## src/rtl/motor_ramp_ctrl.sv

```systemverilog
// Command stage in front of the PWM motor driver: accepts en/speed/direction
// targets over valid/ready, slews speed at a fixed rate and sequences
// direction reversals through a coast dead time.
module motor_ramp_ctrl #(
  parameter int unsigned TICK_DIV       = 1000,
  parameter int unsigned STEP           = 4,
  parameter int unsigned DEADTIME_TICKS = 8
) (
  input  logic       clk,
  input  logic       rst,
  input  logic       cmd_valid,
  output logic       cmd_ready,
  input  logic       cmd_en,
  input  logic [7:0] cmd_speed,
  input  logic       cmd_dir,
  input  logic       stop,
  output logic       en,
  output logic [7:0] speed,
  output logic       direction,
  output logic       at_target,
  output logic       busy
);

  localparam int unsigned PW = (TICK_DIV > 1) ? $clog2(TICK_DIV) : 1;
  localparam int unsigned DW = (DEADTIME_TICKS > 1) ? $clog2(DEADTIME_TICKS) : 1;
  localparam logic [PW-1:0] PRE_LAST  = PW'(TICK_DIV - 1);
  localparam logic [DW-1:0] DEAD_LAST = DW'(DEADTIME_TICKS - 1);
  localparam logic [8:0]    STEP9     = 9'(STEP);

  typedef enum logic [1:0] {S_OFF, S_RUN, S_DEAD} state_t;

  state_t        state, state_n;
  logic [PW-1:0] prescaler;
  logic [DW-1:0] dead_cnt, dead_cnt_n;
  logic          tgt_en, tgt_en_n;
  logic [7:0]    tgt_speed, tgt_speed_n;
  logic          tgt_dir, tgt_dir_n;
  logic          en_n, dir_n, at_target_n;
  logic [7:0]    speed_n;
  logic          tick, accept, to_zero;
  logic [7:0]    eff_target, down_gap, slewed;
  logic [8:0]    up_sum;

  assign cmd_ready = !stop;
  assign accept    = cmd_valid && cmd_ready;
  assign tick      = (prescaler == PRE_LAST);
  assign busy      = !at_target;

  // Free-running ramp prescaler; tick marks its last count.
  always_ff @(posedge clk or posedge rst) begin
    if (rst)       prescaler <= '0;
    else if (tick) prescaler <= '0;
    else           prescaler <= prescaler + 1'b1;
  end

  // One slew step toward the effective target, saturating at the target.
  always_comb begin
    to_zero    = !tgt_en || (tgt_dir != direction);
    eff_target = to_zero ? '0 : tgt_speed;
    up_sum     = {1'b0, speed} + STEP9;
    down_gap   = speed - eff_target;
    slewed     = speed;
    if (speed < eff_target) begin
      slewed = (up_sum >= {1'b0, eff_target}) ? eff_target : up_sum[7:0];
    end else if ({1'b0, down_gap} <= STEP9) begin
      slewed = eff_target;
    end else begin
      slewed = speed - STEP9[7:0];
    end
  end

  // Next-state, output and target-register logic; stop overrides everything.
  always_comb begin
    state_n     = state;
    en_n        = en;
    speed_n     = speed;
    dir_n       = direction;
    dead_cnt_n  = dead_cnt;
    tgt_en_n    = tgt_en;
    tgt_speed_n = tgt_speed;
    tgt_dir_n   = tgt_dir;
    if (stop) begin
      state_n  = S_OFF;
      en_n     = 1'b0;
      speed_n  = '0;
      tgt_en_n = 1'b0;
    end else begin
      case (state)
        S_OFF: begin
          en_n    = 1'b0;
          speed_n = '0;
          if (tgt_en) begin
            dir_n   = tgt_dir;
            en_n    = 1'b1;
            state_n = S_RUN;
          end
        end
        S_RUN: begin
          if (tick) begin
            if (to_zero && (speed == '0)) begin
              en_n = 1'b0;
              if (!tgt_en) begin
                state_n = S_OFF;
              end else begin
                state_n    = S_DEAD;
                dead_cnt_n = '0;
              end
            end else begin
              speed_n = slewed;
            end
          end
        end
        S_DEAD: begin
          en_n    = 1'b0;
          speed_n = '0;
          if (!tgt_en) begin
            state_n = S_OFF;
          end else if (tick) begin
            // Leaving on the tick that would bring the count to DEADTIME_TICKS.
            if (dead_cnt == DEAD_LAST) begin
              dir_n   = tgt_dir;
              en_n    = 1'b1;
              state_n = S_RUN;
            end else begin
              dead_cnt_n = dead_cnt + 1'b1;
            end
          end
        end
        default: state_n = S_OFF;
      endcase
      if (accept) begin
        tgt_en_n    = cmd_en;
        tgt_speed_n = cmd_speed;
        tgt_dir_n   = cmd_dir;
      end
    end
    // Registered flag evaluated on the values being loaded this edge.
    at_target_n = ((state_n == S_OFF) && !tgt_en_n) ||
                  ((state_n == S_RUN) && tgt_en_n &&
                   (speed_n == tgt_speed_n) && (dir_n == tgt_dir_n));
  end

  // State, outputs and target registers.
  always_ff @(posedge clk or posedge rst) begin
    if (rst) begin
      state     <= S_OFF;
      en        <= 1'b0;
      speed     <= '0;
      direction <= 1'b0;
      dead_cnt  <= '0;
      tgt_en    <= 1'b0;
      tgt_speed <= '0;
      tgt_dir   <= 1'b0;
      at_target <= 1'b1;
    end else begin
      state     <= state_n;
      en        <= en_n;
      speed     <= speed_n;
      direction <= dir_n;
      dead_cnt  <= dead_cnt_n;
      tgt_en    <= tgt_en_n;
      tgt_speed <= tgt_speed_n;
      tgt_dir   <= tgt_dir_n;
      at_target <= at_target_n;
    end
  end

endmodule

```

## config.mk

```make
export PLATFORM = sky130hd
export DESIGN_NAME = motor_ramp_ctrl
export DESIGN_NICKNAME = d
export VERILOG_FILES = /design/src/rtl/motor_ramp_ctrl.sv
export SDC_FILE = /design/constraint.sdc
export NUM_CORES = 1
export LEC_CHECK = 0
export CAP_MARGIN = 10
export CORE_MARGIN = 1
export CORE_UTILIZATION = 55
export DETAILED_ROUTE_END_ITERATION = 10
export GPL_TIMING_DRIVEN = 0
export PLACE_DENSITY = 0.73
export SYNTH_ARGS = -nofsm -noshare
export SYNTH_HDL_FRONTEND = slang
export SYNTH_SLANG_ARGS = --single-unit
```

## constraint.sdc

```tcl
create_clock -name clk -period 4.5 [get_ports clk]
set_input_delay 0.675 -clock clk [delete_from_list [all_inputs] [get_ports clk]]
set_output_delay 0.675 -clock clk [all_outputs]
set_load 0.1 [all_outputs]
```

After elaboration in Yosys (flattened, before gate mapping)
Index checks and enable logic that the tools add are counted.
Operators by class
  bitwise operators: 1
  multiplexer cells: 45
  $add $sub $neg: 5
  reductions and logical operators: 20
  equality and inequality tests: 16
  order comparisons: 3
Operators by type and width (count)
  2-to-1 mux 8 bit: 9
  2-to-1 mux 3 bit: 6
  2-to-1 mux 1 bit: 16
  2-to-1 mux 2 bit: 8
  case mux 8 bit (2 select lines): 1
  != test 2 bit, second input constant: 6
  adder 10 x 1 -> 10 bit, second input constant: 1
  == test 10 bit, second input constant: 1
  2-to-1 mux 10 bit: 1
  adder 8 x 3 -> 9 bit, second input constant: 1
  greater-or-equal comparator 9 x 8 -> 1 bit: 1
  == test 8 bit: 1
  less-or-equal comparator 8 x 3 -> 1 bit, second input constant: 1
  logical NOT 8 bit: 1
  less-than comparator 8 bit: 1
  AND reduction 8 bit: 1
  subtractor 8 x 3 -> 8 bit, second input constant: 1
  subtractor 8 bit: 1
  logical AND 1 bit: 6
  != test 3 bit, second input constant: 2
  case mux 2 bit (3 select lines): 1
  case mux 3 bit (2 select lines): 1
  == test 2 x 1 -> 1 bit, second input constant: 2
  logical NOT 1 bit: 4
  other kinds (14): 16
Storage, ports and cells
  register bits after elaboration: 36
  logic and storage cells: 100
  input bits: 14

Longest topological paths before layout
Gate-level depths: netlist of run 1.
  depth in word-level cells: 15
  gate-level depth with buffers: 16
  depth with buffers taken out: 14

Least setup slack after synthesis of run 1
No wires, ideal clock.
  path kind: register to register
  from: register direction
  to: register at_target
  stages on the path, launching flop included: 16
  setup slack: -0.054 ns
  clock period less this slack: 4.554 ns
  arrival time: 4.468 ns
  cells stage by stage: dfrtp_1 > xnor2_1 > and2_1 > clkbuf_1 > nand2_1 > ha_1 > nor2b_1 > o21a_1 > or4_1 > a2111oi_1 > a211oi_1 > a2111o_1 > a21oi_1 > xnor2_1 > nand4_1 > o31ai_2
Between the ends
  word-level cells in the longest chain between the ends: 15
  elaborated cells between the ends (all ways): 34
  classes of those cells: 1 x add/sub; 3 x order compare; 4 x eq/ne; 18 x mux; 8 x reduce/logical
RTL lines
  start, declared: RTL line 19  | output logic direction,
  start signal, assigned: RTL line 159  | direction <= dir_n;
  != test 1 bit *: RTL line 58  | to_zero = !tgt_en || (tgt_dir != direction);
  logical OR 1 bit *: RTL line 58
  2-to-1 mux 8 bit: RTL line 59  | eff_target = to_zero ? '0 : tgt_speed;
  subtractor 8 bit: RTL line 61  | down_gap = speed - eff_target;
  less-or-equal comparator 8 x 3 -> 1 bit: RTL line 65  | end else if ({1'b0, down_gap} <= STEP9) begin
  2-to-1 mux 8 bit: RTL line 65
  2-to-1 mux 8 bit: RTL line 63  | if (speed < eff_target) begin
  2-to-1 mux 8 bit *: RTL line 100  | if (to_zero && (speed == '0)) begin
  2-to-1 mux 8 bit *: RTL line 99  | if (tick) begin
  case mux 8 bit (2 select lines) *: RTL line 88  | case (state)
  2-to-1 mux 8 bit *: RTL line 82  | if (stop) begin
  named net speed_n[4]: RTL line 39  | logic [7:0] speed_n;
  == test 8 bit *: RTL line 140  | (speed_n == tgt_speed_n) && (dir_n == tgt_dir_n));
  logical AND 1 bit *: RTL line 139  | ((state_n == S_RUN) && tgt_en_n &&
  logical AND 1 bit *: RTL line 140
  logical OR 1 bit *: RTL line 138  | at_target_n = ((state_n == S_OFF) && !tgt_en_n) ||
  named net at_target_n: RTL line 38  | logic en_n, dir_n, at_target_n;
  end signal, assigned: RTL line 164  | at_target <= at_target_n;
  end, declared: RTL line 20  | output logic at_target,
Mark *: on every way through the listed nets, which the timed path passes. The rest lies on a longest branch.
A chain may end at the register's enable or synchronous reset.

Worst setup path after layout of run 1
  from: register tgt_dir
  to: register at_target
Between the ends
  word-level cells in the longest chain between the ends: 15
  elaborated cells between the ends (all ways): 36
  classes of those cells: 1 x add/sub; 3 x order compare; 4 x eq/ne; 20 x mux; 8 x reduce/logical
RTL lines
  start, declared: RTL line 37  | logic tgt_dir, tgt_dir_n;
  start signal, assigned: RTL line 163  | tgt_dir <= tgt_dir_n;
  != test 1 bit: RTL line 58
  logical OR 1 bit: RTL line 58
  2-to-1 mux 8 bit: RTL line 59
  subtractor 8 bit: RTL line 61
  less-or-equal comparator 8 x 3 -> 1 bit: RTL line 65
  2-to-1 mux 8 bit: RTL line 65
  2-to-1 mux 8 bit: RTL line 63
  2-to-1 mux 8 bit: RTL line 100
  2-to-1 mux 8 bit: RTL line 99
  case mux 8 bit (2 select lines): RTL line 88
  2-to-1 mux 8 bit: RTL line 82
  == test 8 bit: RTL line 140
  logical AND 1 bit: RTL line 139
  logical AND 1 bit: RTL line 140
  logical OR 1 bit *: RTL line 138
  named net at_target_n: RTL line 38
Marked as above.

==> results.ini, run 1 <==
[global_routing]
antenna_found_initial=0
grt_max_degree=37
grt-ovfl-total=0
grt_use_total_pct=28.8
grt_pass1_vias=2821
grt_pass1_wl_mm=13.6

[clocking]
cts_hold_buf=0
h-tree-depth=2
cts_buffers=5
clkTransAtPathRegs_ns=0.08
cts_tree=yes
cts_root_buf=clkbuf_8
clock_latency_ns=0.29
cts.sinks=36
clock_path_buffers=2

[drt]
vias=2986
antenna_left=0
drc=0
first_pass_iters=7
detail_route.iter0.violations=188
routed_wl_mm=8.16
via_per_inst=6.34
wl_per_cell_um=17.3

[cells_and_area]
final_cell_mix=nand2_1 (35), dfrtp_1 (34), nor2_1 (32)
fillers=450
final_common_cell=nand2_1
n_antenna_cell=0
finish.net_count=438
drive_above_1_share_pct=10.5
post-route-util_pct=68.4
syn2layout_area_growth_pct=16.0
layout.cells.non_filler=471

[timing]
worst_pin_slew_ns=0.965
post-route-period-util_pct=96.8
max_freq_ghz=0.229
fin_ws_ns=0.142
fin_crit_ns=4.36
tns_ns=0
finalSetupViolations=0
finalHoldViolations=0
maxSlewHeadroom_pct=35.4
fin_skew_ns=0.00652
drv_slew=0

[logic_synthesis]
yosysWarnings=0
synth_top_area_cell=dfrtp_1
synth_top_area_share_pct=28.2
synth_edf_count=0
ys_types=67
syn_area_sq_um=3110
synthCells=369
synthFlopType=dfrtp_1
syn_avg_cell_area_sq_um=8.42
async_flop_share_pct=100
netlist_top_cells_area=dfrtp_1 (28%), ha_1 (9.7%), nand2_1 (4.2%)
ys_seq_elements=36
ys_seq_area_share_pct=29.0
syn_nets=407

[critical_path]
worstPathRequired_ns=4.71
worstSetupPathType=flip-flop to flip-flop
slowest_stage=or4_1
rr_worst_depth=15
cp-endpoint=at_target$_DFF_PP1_
crit_arrival_ns=4.57
startpoint=tgt_dir$_DFF_PP0_
rrSetupSlack_ns=0.14
crit_fanout=6
critPathMaxStageDelay_ns=0.59
worstSetupStartpointType=flip-flop
path_cells=xnor2_4 -> and3_2 -> inv_1 -> ha_1 -> nor2b_1 -> o21a_1 -> or4_1 -> a2111o_1 -> o21ai_2 -> buf_4 -> or3b_2 -> o211ai_1 -> nor4_2 -> nand4_1 -> o31ai_2
reg2reg_to=at_target$_DFF_PP1_
crit_path_end_kind=flip-flop
rr_startpoint=tgt_dir$_DFF_PP0_

[floorplanning]
die_area_sq_um=5950
core_area_sq_um=5270
die_w_um=77.1
pin_count=27
start_util_pct=58.9
die_y_um=77.1
rows=26

[power_and_ir_drop]
vdd_drop_max_mv=0.258
powerDensity_nw_per_um2=295
p_leak_nw=1.54
seqPwrFrac_pct=34.5
comb_power_share_pct=44.1
p_sw_w=0.000439
swShare_pct=41.3
internal_power_w=0.000624
clockPowerShare_pct=21.5

[job]
max-cap-violations=0

[place]
dp.cells=464
numPortBuffers=25
gp_congestion=0.989
dpl.hpwl_mm=6.25
dpl_worst_slack_ns=-0.401

[hold_path]
holdPathStages=1
hold_path.class=flip-flop to flip-flop

[status]
status=completed

-- repair_timing --
item | 4_1_cts | 5_1_grt
setup buffers | 0 | 1
pin swaps | 0 | 2
hold endpoints to repair | 0 | 0
resized for setup | 3 | 12
setup endpoints to repair | 1 | 1
-- worst min-delay path by stage --
stage | startpoint | end
final | prescaler[8]$_DFF_PP0_ | prescaler[8]$_DFF_PP0_
after CTS | prescaler[8]$_DFF_PP0_ | prescaler[8]$_DFF_PP0_
after floorplan | prescaler[8]$_DFF_PP0_ | prescaler[8]$_DFF_PP0_
after global placement | dead_cnt[2]$_DFFE_PP0P_ | dead_cnt[2]$_DFFE_PP0P_
after detailed placement | prescaler[8]$_DFF_PP0_ | prescaler[8]$_DFF_PP0_
after global routing | prescaler[8]$_DFF_PP0_ | prescaler[8]$_DFF_PP0_
-- logic make-up (layout without fill, tap and decap cells) --
kind of cell	count (synthesis)	in the layout	share of synthesized area [%]
AOI/OAI and AO/OA	102	102	23.5
buffers and inverters	36	68	4.83
muxes	14	14	4.84
DFF	36	36	29.0
and+or+nand+nor	138	138	22.7
adders and majority gates	24	24	9.67
xor gates and xnor gates	19	19	5.36
-- layer usage --
metal	part of all wire [%]	vias to the layer above	GRT usage (%)
met5	0	-	0
met4	1.1	0	7.55
met3	9.5	11	3.81
met2	44	167	44.4
met1	45	1387	42.2
li1	-	1421	-
-- metrics by stage --
| stage | hold WS, ns | total power [W] | cell area, sq um |
|---|---|---|---|
| finish | 0.480 | 0.00106 | 3600 |
| global route | 0.498 | 0.00111 | 3600 |
| CTS | 0.484 | 0.00101 | 3540 |
| detailed placement | 0.476 | 0.000766 | 3440 |
| global placement | 0.471 | 0.000761 | 3440 |
| floorplan | 0.449 | 0.000663 | 3110 |
-- worst max-delay path, delay by kind of cell, from the launching register on --
family | cells | cell delay (ns)
adder cells (fa/ha/maj) | 1 | 0.38
XOR/XNOR | 1 | 0.26
buffers and inverters | 2 | 0.30
AO/OA/AOI/OAI | 5 | 1.21
flip-flops | 1 | 0.45
AND/OR/NAND/NOR | 6 | 1.67
-- synth_stat cells, drive strengths merged (4+ instances only) --
master,n
a2111o,4
a211o,4
a211oi,4
a21o,4
a21oi,23
a31oi,4
and2,4
and3,4
buf,6
clkbuf,9
dfrtp,35
ha,24
inv,21
mux2,8
mux2i,6
nand2,35
nand2b,8
nand3,18
nand4,7
nor2,33
nor2b,4
nor3,6
o211ai,4
o21ai,16
o31ai,5
xnor2,12
xor2,7
-- cell type report --
cell class	count	area, sq um	area share (%)
Inverter	21	78.8	2.19
Sequential cell	36	903	25.1
Timing Repair Buffer	26	258	7.15
Buffer	13	63.8	1.77
Clock buffer	5	68.8	1.91
Clock inverter	3	18.8	0.521
Multi-Input combinational cell	297	2120	59.0
Tap cell	70	87.6	2.43
-- sequential cells by signal, summed over array words and instances, names as in the netlist, 2 cells and up --
signal,count
speed,8
tgt_speed,8
dead_cnt,3
state,2
prescaler,10
-- power by group through the flow --
stage	logic [W]	registers (W)	clock network, W
after floorplan	0.000262	0.000401	0
after global placement	0.000396	0.000364	0
after detailed placement	0.000400	0.000366	0
after CTS	0.000408	0.000361	0.000235
after global routing	0.000499	0.000369	0.000245
final	0.000468	0.000366	0.000228
(Power assumes the default switching activity.)
==> inputs of run 2 (changes only) <==
Settings changed: CORE_UTILIZATION 55 to 59, PLACE_DENSITY 0.73 to 0.78.
==> run 2 against run 1 <==
Maximum frequency grew 0.75%. Largest power group unchanged. First-iteration DRC count rose by 39%. Highest routed layer unchanged. Hold slack better by 0.0010 ns. Non-clock buffer count stayed put. Critical endpoint unchanged. Register-to-register slack gained 0.03 ns.
==> results.ini, run 2 (synthesized netlist as in run 1, its figures left out) <==
[timing]
rsz0062_at_grt=false
drv_slew=0
maxSlewHeadroom_pct=35.2
fin_skew_ns=0.00646
post-route-period-util_pct=96.1
worst_pin_slew_ns=0.968
fin_crit_ns=4.33
finalHoldViolations=0
max_freq_ghz=0.231
timing.hold.ws_ns=0.481
finalSetupViolations=0

[floorplanning]
core_area_sq_um=5070
die_w_um=74.6
pin_count=27
rows=26
die_y_um=74.6
start_util_pct=61.2
die_area_sq_um=5560

[critical_path]
crit_fanout=9
worstPathRequired_ns=4.70
crit_path_end_kind=flip-flop
worstSetupStartpointType=flip-flop
rr_worst_depth=15
crit_arrival_ns=4.53
worstSetupPathType=flip-flop to flip-flop

[global_routing]
grt_pass1_vias=2639
grt_max_degree=25
grt_use_total_pct=30.0
grt_pass1_wl_mm=12.5
grt-ovfl-total=0
antenna_found_initial=0

[cells_and_area]
reg_top3=prescaler (10), speed (8), tgt_speed (8)
syn2layout_area_growth_pct=16.5
drive_above_1_share_pct=9.50
largest_register=prescaler
post-route-util_pct=71.3
n_antenna_cell=0
final_common_cell=nand2_1
finish.net_count=438
final_cell_mix=nand2_1 (35), dfrtp_1 (34), nor2_1 (33)
largest_register_ffs=10

[drt]
wl_per_cell_um=17.2
antenna_left=0
detail_route.iter0.violations=261
drc=0
routed_wl_mm=8.07
first_pass_iters=5
via_per_inst=6.30
vias=2961

[power_and_ir_drop]
p_leak_nw=1.55
comb_power_share_pct=42.1
swShare_pct=39.3
clockPowerShare_pct=23.5
p_sw_w=0.000414
seqPwrFrac_pct=34.4
internal_power_w=0.000639
vdd_drop_max_mv=0.174
powerDensity_nw_per_um2=291

[clocking]
cts_tree=yes
post-cts-setup-buffer-count=0
clkTransAtPathRegs_ns=0.07
clock_path_buffers=2
cts_hold_buf=0
cts_root_buf=clkbuf_8
cts.sinks=36
clock_latency_ns=0.29
h-tree-depth=2
cts_buffers=5

[job]
max-cap-violations=0

[place]
numPortBuffers=25
gp_congestion=0.984
dpl.hpwl_mm=6.10

[hold_path]
hold_path.class=flip-flop to flip-flop
holdPathStages=1

[status]
status=completed

-- run 2: repair_timing --
action                     4_1_cts  5_1_grt
setup endpoints to repair        1        1
resized for setup                3        8
pin swaps                        0        1
-- run 2: critical path: stages (launching register included) --
cell	delay (ns)
dfrtp_2	0.44
xnor2_2	0.30
and2_4	0.28
nand2_1	0.13
ha_1	0.29
buf_2	0.17
a21oi_1	0.24
xnor2_1	0.09
or4_1	0.48
a2111oi_4	0.41
a211oi_1	0.13
a2111o_1	0.35
a21oi_1	0.24
xnor2_1	0.17
nand4_1	0.22
o31ai_2	0.30
-- run 2: path summary, 6_finish.rpt --
kind | startpoint | endpoint | slack [ns]
min | prescaler[8]$_DFF_PP0_ | prescaler[8]$_DFF_PP0_ | 0.48
min reg2reg | prescaler[8]$_DFF_PP0_ | prescaler[8]$_DFF_PP0_ | 0.48
min in group asynchronous | rst | prescaler[6]$_DFF_PP0_ | 0.73
max | direction$_DFF_PP0_ | at_target$_DFF_PP1_ | 0.17
max reg2reg | direction$_DFF_PP0_ | at_target$_DFF_PP1_ | 0.17
max in group asynchronous | rst | at_target$_DFF_PP1_ | 3.16
-- run 2: layer usage --
metal | routed length [um] | GRT usage, % | vias up
li1 | - | - | 1429
met4 | 225 | 13.6 | 0
met2 | 3820 | 50.1 | 120
met1 | 3580 | 38.9 | 1392
met3 | 450 | 3.93 | 20
met5 | 0 | 0 | -
-- run 2: stage by stage --
step | std cells | TNS [ns] | cell area [sq um] | worst slack, ns | power (W)
5_1_grt | 470 | 0 | 3620 | 0.0235 | 0.00110
3_3_place_gp | 464 | -0.418 | 3440 | -0.418 | 0.000754
2_1_floorplan | 369 | 0 | 3110 | 0.231 | 0.000663
3_5_place_dp | 465 | -0.484 | 3470 | -0.484 | 0.000762
4_1_cts | 471 | 0 | 3580 | 0.0434 | 0.00102
6_report | 470 | 0 | 3620 | 0.174 | 0.00105
-- run 2: power groups by stage --
stage                     Combinational, W  Sequential, W  Clock (W)
after CTS                         0.000407       0.000360   0.000256
after global routing              0.000474       0.000365   0.000265
after floorplan                   0.000262       0.000401          0
final                             0.000443       0.000362   0.000247
after global placement            0.000390       0.000364          0
after detailed placement          0.000397       0.000365          0
-- run 2: cell type report --
type	count	area (sq um)
Inverter	21	78.8
Buffer	13	63.8
Fill cell	424	1460
Timing Repair Buffer	26	278
Tap cell	70	87.6
Clock buffer	7	96.3
Sequential cell	36	903
Multi-Input combinational cell	297	2110
==> inputs of run 3 (changes only) <==
Settings changed: CORE_UTILIZATION 59 to 63, PLACE_DENSITY 0.78 to 0.83.
Clock period 4.5 ns to 5.6 ns, I/O delays scaled along.
==> run 3 against run 2 <==
Combinational power shrank 24%. Sequential cell count is the same. Clock skew increased by 0.0085 ns. Sequential share of layout area is 0.40 points higher. Critical path depth is the same. Design area shrank 1.7%. Critical endpoint unchanged. Sequential power shrank 20%. Power is 23% lower. Core utilization is 4.0 points higher. Via count up 2.5%. Non-clock buffer count up 2.
==> results.ini, run 3 (synthesized netlist as in run 1, its figures left out) <==
[status]
status=completed

[timing]
finalHoldViolations=0
worst_pin_slew_ns=0.971
rsz0062_at_grt=false
drv_slew=0
tns_ns=0
finalSetupViolations=0
max_freq_ghz=0.192
maxSlewHeadroom_pct=35.1
post-route-period-util_pct=93.0
fin_crit_ns=5.21
fin_skew_ns=0.0149

[drt]
detail_route.iter0.violations=323
first_pass_iters=5
antenna_left=0
drc=0
via_per_inst=6.46
wl_per_cell_um=17.5
vias=3036
routed_wl_mm=8.24

[cells_and_area]
finish.net_count=440
final_cell_mix=nand2_1 (35), dfrtp_1 (35), nor2_1 (33)
largest_register=prescaler
reg_top3=prescaler (10), speed (8), tgt_speed (8)
largest_register_ffs=10
drive_above_1_share_pct=7.69
post-route-util_pct=75.3
fillers=363
n_antenna_cell=0
syn2layout_area_growth_pct=14.5

[place]
gp_congestion=0.995
dpl.hpwl_mm=6.28
numPortBuffers=25

[floorplanning]
rows=25
die_area_sq_um=5210
pin_count=27
die_y_um=72.2
core_area_sq_um=4720
die_w_um=72.2
start_util_pct=65.7

[power_and_ir_drop]
vdd_drop_max_mv=0.241
internal_power_w=0.000474
p_leak_nw=1.54
powerDensity_nw_per_um2=229
p_sw_w=0.000340
comb_power_share_pct=41.1
swShare_pct=41.8
seqPwrFrac_pct=35.4
clockPowerShare_pct=23.5

[critical_path]
crit_arrival_ns=5.42
cp_num_buf_inv=1
critPathMaxStageDelay_ns=0.64
crit_family=compound AO/OA/AOI/OAI gates
worstSetupStartpointType=flip-flop
rr_startpoint=direction$_DFF_PP0_
reg2reg_to=at_target$_DFF_PP1_
worstPathRequired_ns=5.81
rrSetupSlack_ns=0.39
crit_path_end_kind=flip-flop
worstSetupPathType=flip-flop to flip-flop
cpMostUsedCell=xnor2_1
rr_worst_depth=15
path_cells=xnor2_1 -> and2_1 -> clkbuf_1 -> nand2_1 -> ha_1 -> nor2b_1 -> o21a_1 -> or4_1 -> a2111oi_1 -> a211oi_1 -> a2111o_1 -> a21oi_1 -> xnor2_1 -> nand4_1 -> o31ai_2
crit_fanout=9
slowest_stage=a2111oi_1

[global_routing]
grt_max_degree=22
grt_pass1_vias=2796
antenna_found_initial=0
grt_use_total_pct=34.1
grt_pass1_wl_mm=13.6
grt-ovfl-total=0

[clocking]
clock_path_buffers=2
cts_root_buf=clkbuf_8
clkTransAtPathRegs_ns=0.08
post_cts_resized=0
clock_latency_ns=0.30
cts_hold_buf=0
h-tree-depth=2
post-cts-setup-buffer-count=0
cts_tree=yes
cts_buffers=5
cts.sinks=36

[hold_path]
holdPathEnd=prescaler[8]$_DFF_PP0_
worstHoldStart=prescaler[8]$_DFF_PP0_
holdPathStages=1
hold_path.class=flip-flop to flip-flop

[job]
max-cap-violations=0

[run 3: layer usage]
| layer | GRT usage (%) | part of all wire (%) | vias up |
|---|---|---|---|
| met5 | 0 | 0 | - |
| met2 | 51.3 | 45 | 176 |
| met4 | 13.1 | 2.2 | 0 |
| met3 | 7.92 | 9.8 | 24 |
| li1 | - | - | 1432 |
| met1 | 47.6 | 43 | 1404 |
[run 3: stage by stage]
step                      power, W  cell area [sq um]  setup slack (ns)  hold slack, ns  cells
final                     0.000814               3550             0.392           0.495    470
after global routing      0.000857               3550            0.0288           0.517    470
after CTS                 0.000810               3550             0.495           0.499    470
after detailed placement  0.000617               3470             0.530           0.482    462
after global placement    0.000610               3440             0.641           0.470    461
after floorplan           0.000532               3110              1.05           0.449    369
[run 3: power by group through the flow]
stage	clock network [W]	logic [W]	registers, W
after global placement	0	0.000318	0.000292
after global routing	0.000207	0.000360	0.000290
after detailed placement	0	0.000325	0.000293
after CTS	0.000196	0.000327	0.000288
after floorplan	0	0.000211	0.000322
final	0.000191	0.000335	0.000288
[run 3: layout make-up]
type,count,area [sq um],area share (%)
Inverter,21,78.8,2.22
Multi-Input combinational cell,297,2050,57.8
Clock buffer,5,68.8,1.94
Tap cell,67,83.8,2.36
Clock inverter,3,18.8,0.528
Sequential cell,36,902,25.4
Buffer,15,71.3,2.01
Timing Repair Buffer,26,278,7.81
[run 3: worst max-delay path by stage]
stage | start | end | cells after the start
6_report | direction$_DFF_PP0_ | at_target$_DFF_PP1_ | 15
5_1_grt | direction$_DFF_PP0_ | at_target$_DFF_PP1_ | 15
4_1_cts | direction$_DFF_PP0_ | at_target$_DFF_PP1_ | 15
3_5_place_dp | direction$_DFF_PP0_ | at_target$_DFF_PP1_ | 15
3_3_place_gp | direction$_DFF_PP0_ | at_target$_DFF_PP1_ | 15
2_1_floorplan | direction$_DFF_PP0_ | at_target$_DFF_PP1_ | 15
